### config.mk
export PLATFORM = sky130hd
export DESIGN_NAME = axi_rd_arbiter_flat
export DESIGN_NICKNAME = d
export VERILOG_FILES = /design/src/rtl/axi_rd_arbiter_if.sv /design/src/rtl/axi_rd_arbiter.sv /design/src/flat_wrapper.sv
export SDC_FILE = /design/constraint.sdc
export NUM_CORES = 1
export LEC_CHECK = 0
export CORE_AREA = 4 4 105 107
export DETAILED_ROUTE_END_ITERATION = 10
export DIE_AREA = 0 0 109 111
export PLACE_DENSITY = 0.82
export SLEW_MARGIN = 20
export SYNTH_ARGS = -nofsm -noshare
export SYNTH_HDL_FRONTEND = slang
export SYNTH_SLANG_ARGS = --single-unit
### constraint.sdc
create_clock -name aclk -period 2.3 [get_ports aclk]
set_input_delay 0.46 -clock aclk [delete_from_list [all_inputs] [get_ports aclk]]
set_output_delay 0.46 -clock aclk [all_outputs]
set_load 0.05 [all_outputs]
### src/rtl/axi_rd_arbiter_if.sv
// rtl/axi_rd_arbiter_if.sv - AXI read address/data channel bundle for the read arbiter
//
// Purpose: groups the AR and R channel signals of one AXI read port.
// Modports:
//   master : arbiter side, drives AR payload/valid and rready
//   slave  : memory side, drives arready and the R payload/valid
interface axi_rd_arbiter_if #(
    parameter int ADDR_W = 32,
    parameter int DATA_W = 32
);
    logic [3:0]        arid;
    logic [ADDR_W-1:0] araddr;
    logic [7:0]        arlen;
    logic [2:0]        arsize;
    logic              arvalid;
    logic              arready;
    logic [3:0]        rid;
    logic [DATA_W-1:0] rdata;
    logic [1:0]        rresp;
    logic              rlast;
    logic              rvalid;
    logic              rready;

    modport master (
        output arid, araddr, arlen, arsize, arvalid, rready,
        input  arready, rid, rdata, rresp, rlast, rvalid
    );

    modport slave (
        input  arid, araddr, arlen, arsize, arvalid, rready,
        output arready, rid, rdata, rresp, rlast, rvalid
    );
endinterface

### src/rtl/axi_rd_arbiter.sv
// rtl/axi_rd_arbiter.sv - single-outstanding AXI read arbiter for fetch (inst) and load (data) requesters
//
// Purpose: shares one AXI read port between the fetch and load front ends.
//   One single-beat read is in flight at a time; the R beat is routed back to
//   the requester that owns it as a registered one-cycle pulse. Loads win over
//   fetches unless fetches have been passed over STARVE_MAX times in a row.
// Ports:
//   aclk, areset                 clock, synchronous active-high reset
//   inst_req/addr/cancel         fetch request side (inputs)
//   inst_addr_ok/valid/rdata/exception  fetch accept and response (outputs)
//   data_req/addr/cancel         load request side (inputs)
//   data_addr_ok/data_ok/rdata/exception  load accept and response (outputs)
//   axi                          AR/R channels (master modport)
module axi_rd_arbiter #(
    parameter int ADDR_W     = 32,
    parameter int DATA_W     = 32,
    parameter int STARVE_MAX = 4
) (
    input  logic              aclk,
    input  logic              areset,

    input  logic              inst_req,
    input  logic [ADDR_W-1:0] inst_addr,
    input  logic              inst_cancel,
    output logic              inst_addr_ok,
    output logic              inst_valid,
    output logic [DATA_W-1:0] inst_rdata,
    output logic              inst_exception,

    input  logic              data_req,
    input  logic [ADDR_W-1:0] data_addr,
    input  logic              data_cancel,
    output logic              data_addr_ok,
    output logic              data_data_ok,
    output logic [DATA_W-1:0] data_rdata,
    output logic              data_exception,

    axi_rd_arbiter_if.master  axi
);

    localparam int              CNT_W      = $clog2(STARVE_MAX + 1);
    localparam logic [CNT_W-1:0] STARVE_LIM = CNT_W'(STARVE_MAX);

    typedef enum logic [1:0] {
        S_IDLE = 2'd0,
        S_AR   = 2'd1,
        S_R    = 2'd2
    } state_t;

    state_t            state_q, state_d;
    logic              owner_q, owner_d;          // 1 = data, 0 = inst
    logic [ADDR_W-1:0] addr_q, addr_d;
    logic [CNT_W-1:0]  starve_q, starve_d;
    logic              cancel_pend_q, cancel_pend_d;
    logic              inst_valid_q, inst_valid_d;
    logic              data_ok_q, data_ok_d;
    logic [DATA_W-1:0] rdata_q, rdata_d;
    logic              exc_q, exc_d;

    logic              grant_data;
    logic              grant_inst;
    logic              own_cancel;

    // rid is checked externally, rlast is meaningless for single beats and
    // rresp[0] (EXOKAY) carries nothing for these requesters.
    logic              unused_r;
    assign unused_r = ^{axi.rid, axi.rlast, axi.rresp[0]};

    always_comb begin
        state_d       = state_q;
        owner_d       = owner_q;
        addr_d        = addr_q;
        starve_d      = starve_q;
        cancel_pend_d = cancel_pend_q;
        inst_valid_d  = 1'b0;
        data_ok_d     = 1'b0;
        rdata_d       = '0;
        exc_d         = 1'b0;
        grant_data    = 1'b0;
        grant_inst    = 1'b0;
        own_cancel    = owner_q ? data_cancel : inst_cancel;

        case (state_q)
            S_IDLE: begin
                if (data_req && (!inst_req || (starve_q < STARVE_LIM))) begin
                    grant_data = 1'b1;
                end else if (inst_req) begin
                    grant_inst = 1'b1;
                end
                if (grant_data || grant_inst) begin
                    owner_d       = grant_data;
                    addr_d        = grant_data ? data_addr : inst_addr;
                    // A cancel arriving together with the grant still counts.
                    cancel_pend_d = grant_data ? data_cancel : inst_cancel;
                    state_d       = S_AR;
                end
            end
            S_AR: begin
                if (own_cancel) cancel_pend_d = 1'b1;
                if (axi.arready) state_d = S_R;
            end
            S_R: begin
                if (own_cancel) cancel_pend_d = 1'b1;
                if (axi.rvalid) begin
                    state_d       = S_IDLE;
                    cancel_pend_d = 1'b0;
                    // A cancel in the handshake cycle itself also drops the beat.
                    if (!(cancel_pend_q || own_cancel)) begin
                        inst_valid_d = !owner_q;
                        data_ok_d    = owner_q;
                        rdata_d      = axi.rdata;
                        exc_d        = axi.rresp[1];
                    end
                end
            end
            default: state_d = S_IDLE;
        endcase

        // Counts loads that jumped ahead of a waiting fetch.
        if (!inst_req || grant_inst) begin
            starve_d = '0;
        end else if (grant_data && (starve_q < STARVE_LIM)) begin
            starve_d = starve_q + 1'b1;
        end
    end

    always_ff @(posedge aclk) begin
        if (areset) begin
            state_q       <= S_IDLE;
            owner_q       <= 1'b0;
            addr_q        <= '0;
            starve_q      <= '0;
            cancel_pend_q <= 1'b0;
            inst_valid_q  <= 1'b0;
            data_ok_q     <= 1'b0;
            rdata_q       <= '0;
            exc_q         <= 1'b0;
        end else begin
            state_q       <= state_d;
            owner_q       <= owner_d;
            addr_q        <= addr_d;
            starve_q      <= starve_d;
            cancel_pend_q <= cancel_pend_d;
            inst_valid_q  <= inst_valid_d;
            data_ok_q     <= data_ok_d;
            rdata_q       <= rdata_d;
            exc_q         <= exc_d;
        end
    end

    // Grants are combinational; hold them off while reset is asserted.
    assign inst_addr_ok   = grant_inst && !areset;
    assign data_addr_ok   = grant_data && !areset;

    assign inst_valid     = inst_valid_q;
    assign inst_rdata     = inst_valid_q ? rdata_q : '0;
    assign inst_exception = inst_valid_q & exc_q;
    assign data_data_ok   = data_ok_q;
    assign data_rdata     = data_ok_q ? rdata_q : '0;
    assign data_exception = data_ok_q & exc_q;

    assign axi.arid    = {3'b000, owner_q};
    assign axi.araddr  = addr_q;
    assign axi.arlen   = 8'd0;
    assign axi.arsize  = 3'd2;
    assign axi.arvalid = (state_q == S_AR);
    assign axi.rready  = (state_q == S_R);

endmodule
### src/flat_wrapper.sv
// flat-port wrapper written by rule: the top's interface ports become plain ports
module axi_rd_arbiter_flat 
#(
    parameter int ADDR_W     = 32,
    parameter int DATA_W     = 32,
    parameter int STARVE_MAX = 4
)
  (aclk, areset, inst_req, inst_addr, inst_cancel, inst_addr_ok, inst_valid, inst_rdata, inst_exception, data_req, data_addr, data_cancel, data_addr_ok, data_data_ok, data_rdata, data_exception, axi_arid, axi_araddr, axi_arlen, axi_arsize, axi_arvalid, axi_rready, axi_arready, axi_rid, axi_rdata, axi_rresp, axi_rlast, axi_rvalid);
  axi_rd_arbiter_if #(.ADDR_W(ADDR_W), .DATA_W(DATA_W)) axi_i ();
  input  logic aclk;
  input  logic areset;
  input  logic inst_req;
  input  logic [ADDR_W-1:0] inst_addr;
  input  logic inst_cancel;
  output logic inst_addr_ok;
  output logic inst_valid;
  output logic [DATA_W-1:0] inst_rdata;
  output logic inst_exception;
  input  logic data_req;
  input  logic [ADDR_W-1:0] data_addr;
  input  logic data_cancel;
  output logic data_addr_ok;
  output logic data_data_ok;
  output logic [DATA_W-1:0] data_rdata;
  output logic data_exception;
  output wire logic [$bits(axi_i.arid)-1:0] axi_arid;
  output wire logic [$bits(axi_i.araddr)-1:0] axi_araddr;
  output wire logic [$bits(axi_i.arlen)-1:0] axi_arlen;
  output wire logic [$bits(axi_i.arsize)-1:0] axi_arsize;
  output wire logic [$bits(axi_i.arvalid)-1:0] axi_arvalid;
  output wire logic [$bits(axi_i.rready)-1:0] axi_rready;
  input wire logic [$bits(axi_i.arready)-1:0] axi_arready;
  input wire logic [$bits(axi_i.rid)-1:0] axi_rid;
  input wire logic [$bits(axi_i.rdata)-1:0] axi_rdata;
  input wire logic [$bits(axi_i.rresp)-1:0] axi_rresp;
  input wire logic [$bits(axi_i.rlast)-1:0] axi_rlast;
  input wire logic [$bits(axi_i.rvalid)-1:0] axi_rvalid;
  assign axi_arid = axi_i.arid;
  assign axi_araddr = axi_i.araddr;
  assign axi_arlen = axi_i.arlen;
  assign axi_arsize = axi_i.arsize;
  assign axi_arvalid = axi_i.arvalid;
  assign axi_rready = axi_i.rready;
  assign axi_i.arready = axi_arready;
  assign axi_i.rid = axi_rid;
  assign axi_i.rdata = axi_rdata;
  assign axi_i.rresp = axi_rresp;
  assign axi_i.rlast = axi_rlast;
  assign axi_i.rvalid = axi_rvalid;
  axi_rd_arbiter #(.ADDR_W(ADDR_W), .DATA_W(DATA_W), .STARVE_MAX(STARVE_MAX)) u_core (.aclk(aclk), .areset(areset), .inst_req(inst_req), .inst_addr(inst_addr), .inst_cancel(inst_cancel), .inst_addr_ok(inst_addr_ok), .inst_valid(inst_valid), .inst_rdata(inst_rdata), .inst_exception(inst_exception), .data_req(data_req), .data_addr(data_addr), .data_cancel(data_cancel), .data_addr_ok(data_addr_ok), .data_data_ok(data_data_ok), .data_rdata(data_rdata), .data_exception(data_exception), .axi(axi_i));
endmodule
* Word-level counts from Yosys, hierarchy flattened *
Cells that the tools add are included.

word-level totals
  flip-flop bits (word level) = 74
  input bits = 111
  word-level logic and storage cells = 58

cells by class
  bitwise operators = 4
  muxes and demuxes = 20
  reduce and logical (&&, ||, !) cells = 18
  order comparisons = 1
  add/sub/neg operators = 1
  equality and inequality tests = 5

operator list
  operator                                              number
  2-to-1 mux 32 bit                                     3
  2-to-1 mux 1 bit                                      12
  2-to-1 mux 2 bit                                      3
  != test 2 x 1 -> 1 bit (second input constant)        3
  case mux 2 bit (3 select lines)                       1
  logical AND 1 bit                                     4
  logical OR 1 bit                                      4
  AND reduction 2 bit                                   2
  OR reduction 4 bit                                    1
  adder 3 x 1 -> 3 bit (second input constant)          1
  logical NOT 1 bit                                     3
  < comparator 3 bit (second input constant)            1
  case mux 1 bit (3 select lines)                       1
  AND reduction 3 bit                                   1
  nonzero test 3 bit                                    1
  bitwise AND 1 bit                                     2
  equality test 2 x 1 -> 1 bit (second input constant)  1
  equality test 2 bit (second input constant)           1
  logical NOT 2 bit                                     1
  inverter 1 bit                                        2
  OR reduction 2 bit                                    1

* Logic depth before layout (Yosys ltp) *
  word-level depth = 8
  mapped depth = 8

* Worst setup path after synthesis *
OpenSTA, ideal clock, no wires.

  path type = in2out
  from = in data_req
  to = out inst_addr_ok
  path slack = 251 ps
  arrival time = 1589 ps
  path buffers = 1
  stages on the path = 4
  path through = a21boi_1 > buf_4 > nor2b_1 > nor2b_1

between the ends
  cells in the longest elaborated chain, start to end = 5

RTL lines
  what                            RTL line               source
  from (decl)                     flat_wrapper.sv:19     input logic data_req;
  logical AND 1 bit               axi_rd_arbiter.sv:85   if (data_req && (!inst_req || (starve_q < STARVE_LIM))) begin
  2-to-1 mux 1 bit                axi_rd_arbiter.sv:85
  2-to-1 mux 1 bit (2 in series)  axi_rd_arbiter.sv:83   case (state_q)
  logical AND 1 bit               axi_rd_arbiter.sv:152  assign inst_addr_ok = grant_inst && !areset;
  to (decl)                       flat_wrapper.sv:15     output logic inst_addr_ok;

Every way passes these cells. The select of a mux whose other input is x is not followed.

* Worst setup path after layout *
  from = in inst_req
  to = out inst_addr_ok

between the ends
  cells in the longest elaborated chain, start to end = 7
  elaborated cells between the ends (all ways) = 8
  classes of those cells = mux (4); reduce/logical (4)

RTL lines
  what                                RTL line               source
  from (decl)                         flat_wrapper.sv:12     input logic inst_req;
  logical NOT 1 bit                   axi_rd_arbiter.sv:85
  logical OR 1 bit                    axi_rd_arbiter.sv:85
  logical AND 1 bit                   axi_rd_arbiter.sv:85
  2-to-1 mux 1 bit (*)                axi_rd_arbiter.sv:85
  2-to-1 mux 1 bit (*) (2 in series)  axi_rd_arbiter.sv:83
  logical AND 1 bit (*)               axi_rd_arbiter.sv:152

Mark *: on every way between the ends. The rest lies on a longest branch, timed or not. The select of a mux whose other input is x is not followed.

==> impl_results.md <==
* Internal Power at 2.37 mW
* TritonCTS clock tree: done
* Total Power at ~3.6 mW
* GPL Wtd Cong at 0.867
* Post-cts sizing count at 0
* Global-route wire length before repair at 17.4 mm
* GRT met3 Usage at 0.0949
* Vias per cell at around 4.5
* FILL cells at between 700 and 800
* Sw frac at 0.344
* Post-Route WL at 11.3 mm
* Met2 Use GR at 0.333
* Synthesized area at between 3000 and 4000 um^2
* Vias in the first global route at 3,357
* Placed cell area at approximately 6300 um^2
* Most used cell, CP: nor2b_1
* Top Usage Layer GRT: met2
* H-tree levels at 3
* RSZ-0062 raised after global routing: false
* Initial Util at 0.334
* CP bufs+invs at 2
* Critical Path Slowest Stage Cell: clkdlybuf4s50_1
* Share of layout cells above drive strength 1 at 0.230
* Height of the die at 111 um
* DP HPWL at 9.25 mm
* Post-route antenna net violation count at 0
* Critical path depth at 5
* Number of max-cap violations at 0
* Critical path's largest stage delay at about 550 ps
* Worst-Margin Slew at 551 ps
* Clock Latency Late Sink at roughly 340 ps
* Predominant post-synthesis flop cell: dfxtp_1
* Hold Crit Class: register to register
* Worst r2r src: u_core.state_q[1]
* FF-to-FF path depth at 6
* Hold bufs inserted after CTS at 0
* Die Wd at approximately 110 um
* End point of the critical path: inst_addr_ok
* Post-synth top area cell: dfxtp_1
* Crit-path leading delay family: buffers and inverters
* Net Sw Power at 1.24 mW
* Leakage power at approximately 2.7 nW
* DRC Markers at 0
* Distinct cells, synth at 30
* Flop-to-flop setup slack at 710 ps
* Final worst path period share at 0.941
* Avg WL per Cell at ~16 um
* Normalized max-slew margin at 0.631
* Hold Fails Final Rpt at 0
* Worst path required time at 1840 ps
* Max Clk Rate at 462 MHz
* Final net count at 676
* Number of synthesized register bits at 74
* Gr usage total at 0.185
* Top cell type's share of synthesized area at 0.437
* Max VDD drop at around 320 uV
* Initial antenna violation count at 0
* Crit path DAT at 1700 ps
* # IOs at 230
* Min Tclk post-route at around 2200 ps
* Cells after synthesis at 359
* Total grt overflow at 0
* Power share of the sequential group at 0.403
* Clock buffer depth at 2
* Share of synthesized registers carrying an async set or reset at 0
* CP Max Fanout at 4
* Final worst slack at 135 ps
* Die ar. at 12,100 um^2
* Post-synth EDFFs at 0
* Top area cells in the synthesized netlist: dfxtp_1 (44%), and2_1 (13%), mux2i_1 (9.7%)
* Num CTS Buffers at 9
* Seq/Total Area, Yosys at 0.437
* Pins Over Slew Limit at 0
* Storage element area at 1480 um^2
* Final setup viols at 0
* Multi-input gate area at 1730 um^2
* Synthesized area per cell at 9.44 um^2
* First-pass detailed-route iteration total at 4
* Util after Layout at 0.636
* Worst Skew at a little under 7 ps
* Yosys warnings at 0
* Setup TNS at 0 ps
* Pwr dens at 560 nW/um^2
* Place WS at 136 ps
* Setup CP Type: primary input to output port
* Core box area at 10,100 um^2
* First-iteration detailed-routing DRC count at 94
* Final instance area at roughly 6500 um^2
* Area growth syn-to-layout at 90.3%
* Status: completed
* Antenna diode count at 0
* Via count at between 3,000 and 4,000
* Clock-pin slew on the worst setup and hold paths at approximately 70 ps
* Clk sinks at 74
* Cells along the critical path: clkdlybuf4s50_1 -> a21boi_4 -> nor2b_1 -> nor2b_1 -> buf_12
* Clk pwr share at 0.271
* Row count at 37
* CP Launch Type: primary input
* Clock root cell: clkbuf_8
* Post-CTS setup buffer count at 0
* Combinational power share at 0.327
* Worst R2R End: u_core.axi.araddr[11]
* Crit path from: inst_req
* Buffers on Ports at 209
* Crit. End Element: output port
* Largest net degree at the start of global routing at 45
* Met1 Track Usage GR at 0.179
-- stage by stage --
stage               cells  hold slack (ps)
finish                701              466
global route          701              479
CTS                   701              466
detailed placement    685              454
global placement      685              446
floorplan             371              436
-- kinds of logic after synthesis --
logic type,count (synthesis),share of synthesized area
flops,74,0.437
mux,33,0.0974
buf+inv,43,0.0712
compound gates,46,0.104
other cells,2,0.00221
simple gates,156,0.270
fa+ha+maj,5,0.0185
-- layer usage --
| layer | up-vias | share of wire |
|---|---|---|
| li1 | 1567 | - |
| met1 | 1440 | 0.35 |
| met2 | 160 | 0.50 |
| met3 | 12 | 0.13 |
| met4 | 0 | 0.017 |
| met5 | - | 0 |
-- power by group through the flow --
stage,combinational (mW),clock (mW),sequential (mW)
floorplan,0.416,0,1.79
global placement,1.16,0,1.48
detailed placement,1.18,0,1.48
CTS,1.19,1.02,1.46
global route,1.25,1.08,1.47
finish,1.18,0.977,1.45
-- placed cells by master, fill, tap and decap left out, drive strengths merged, types with 5 or more instances in the layout --
cell,count
a21oi,7
clkbuf,11
mux2i,33
nor2b,6
nor3,5
clkdlybuf4s50,136
a211oi,34
buf,79
and2,100
dfxtp,74
ha,5
conb,14
nor2,36
-- cells in the mapped netlist (2+ instances only) --
master and number:
a211oi_1 34, a21oi_1 7, and2_1 70, and2_2 30
buf_1 3, buf_2 4, buf_4 18, clkbuf_1 11
clkbuf_2 3, conb_1 2, dfxtp_1 74, ha_1 5
inv_1 3, mux2i_1 33, nand2_1 3, nand2b_1 2
nor2_1 36, nor2b_1 5, nor3_1 5
-- layout make-up --
class | count | share of cell area
inverter | 3 | 0.00175
tap | 136 | 0.0264
clock buffer | 11 | 0.0204
clock inverter | 5 | 0.00853
sequential | 74 | 0.230
multi-input combinational | 254 | 0.269
timing repair buffer | 218 | 0.445
-- sequential cells by signal (all words and copies together) (netlist names) --
signal / flops
u_core.rdata_q: 32
u_core.state_q: 2
u_core.inst_valid: 1
u_core.starve_q: 3
u_core.axi.araddr: 32
u_core.exc_q: 1
u_core.owner_q: 1
u_core.data_data_ok: 1
u_core.cancel_pend_q: 1
-- worst min-delay path by stage --
stage	start	to	depth (start not counted)
floorplan	u_core.starve_q[1]	u_core.starve_q[1]	2
global placement	u_core.starve_q[1]	u_core.starve_q[1]	2
detailed placement	u_core.starve_q[1]	u_core.starve_q[1]	2
CTS	u_core.starve_q[1]	u_core.starve_q[1]	2
global route	u_core.starve_q[1]	u_core.starve_q[1]	2
finish	u_core.starve_q[1]	u_core.starve_q[1]	2
-- worst register-to-register path, cell delays in order, from the launching register on --
cell and delay [ps]:
dfxtp_1 350, inv_1 100, ha_2 270, nor2b_4 220
buf_4 250, nor2_1 80, a211oi_1 230
No activity file was read; power rests on OpenSTA's default activity.
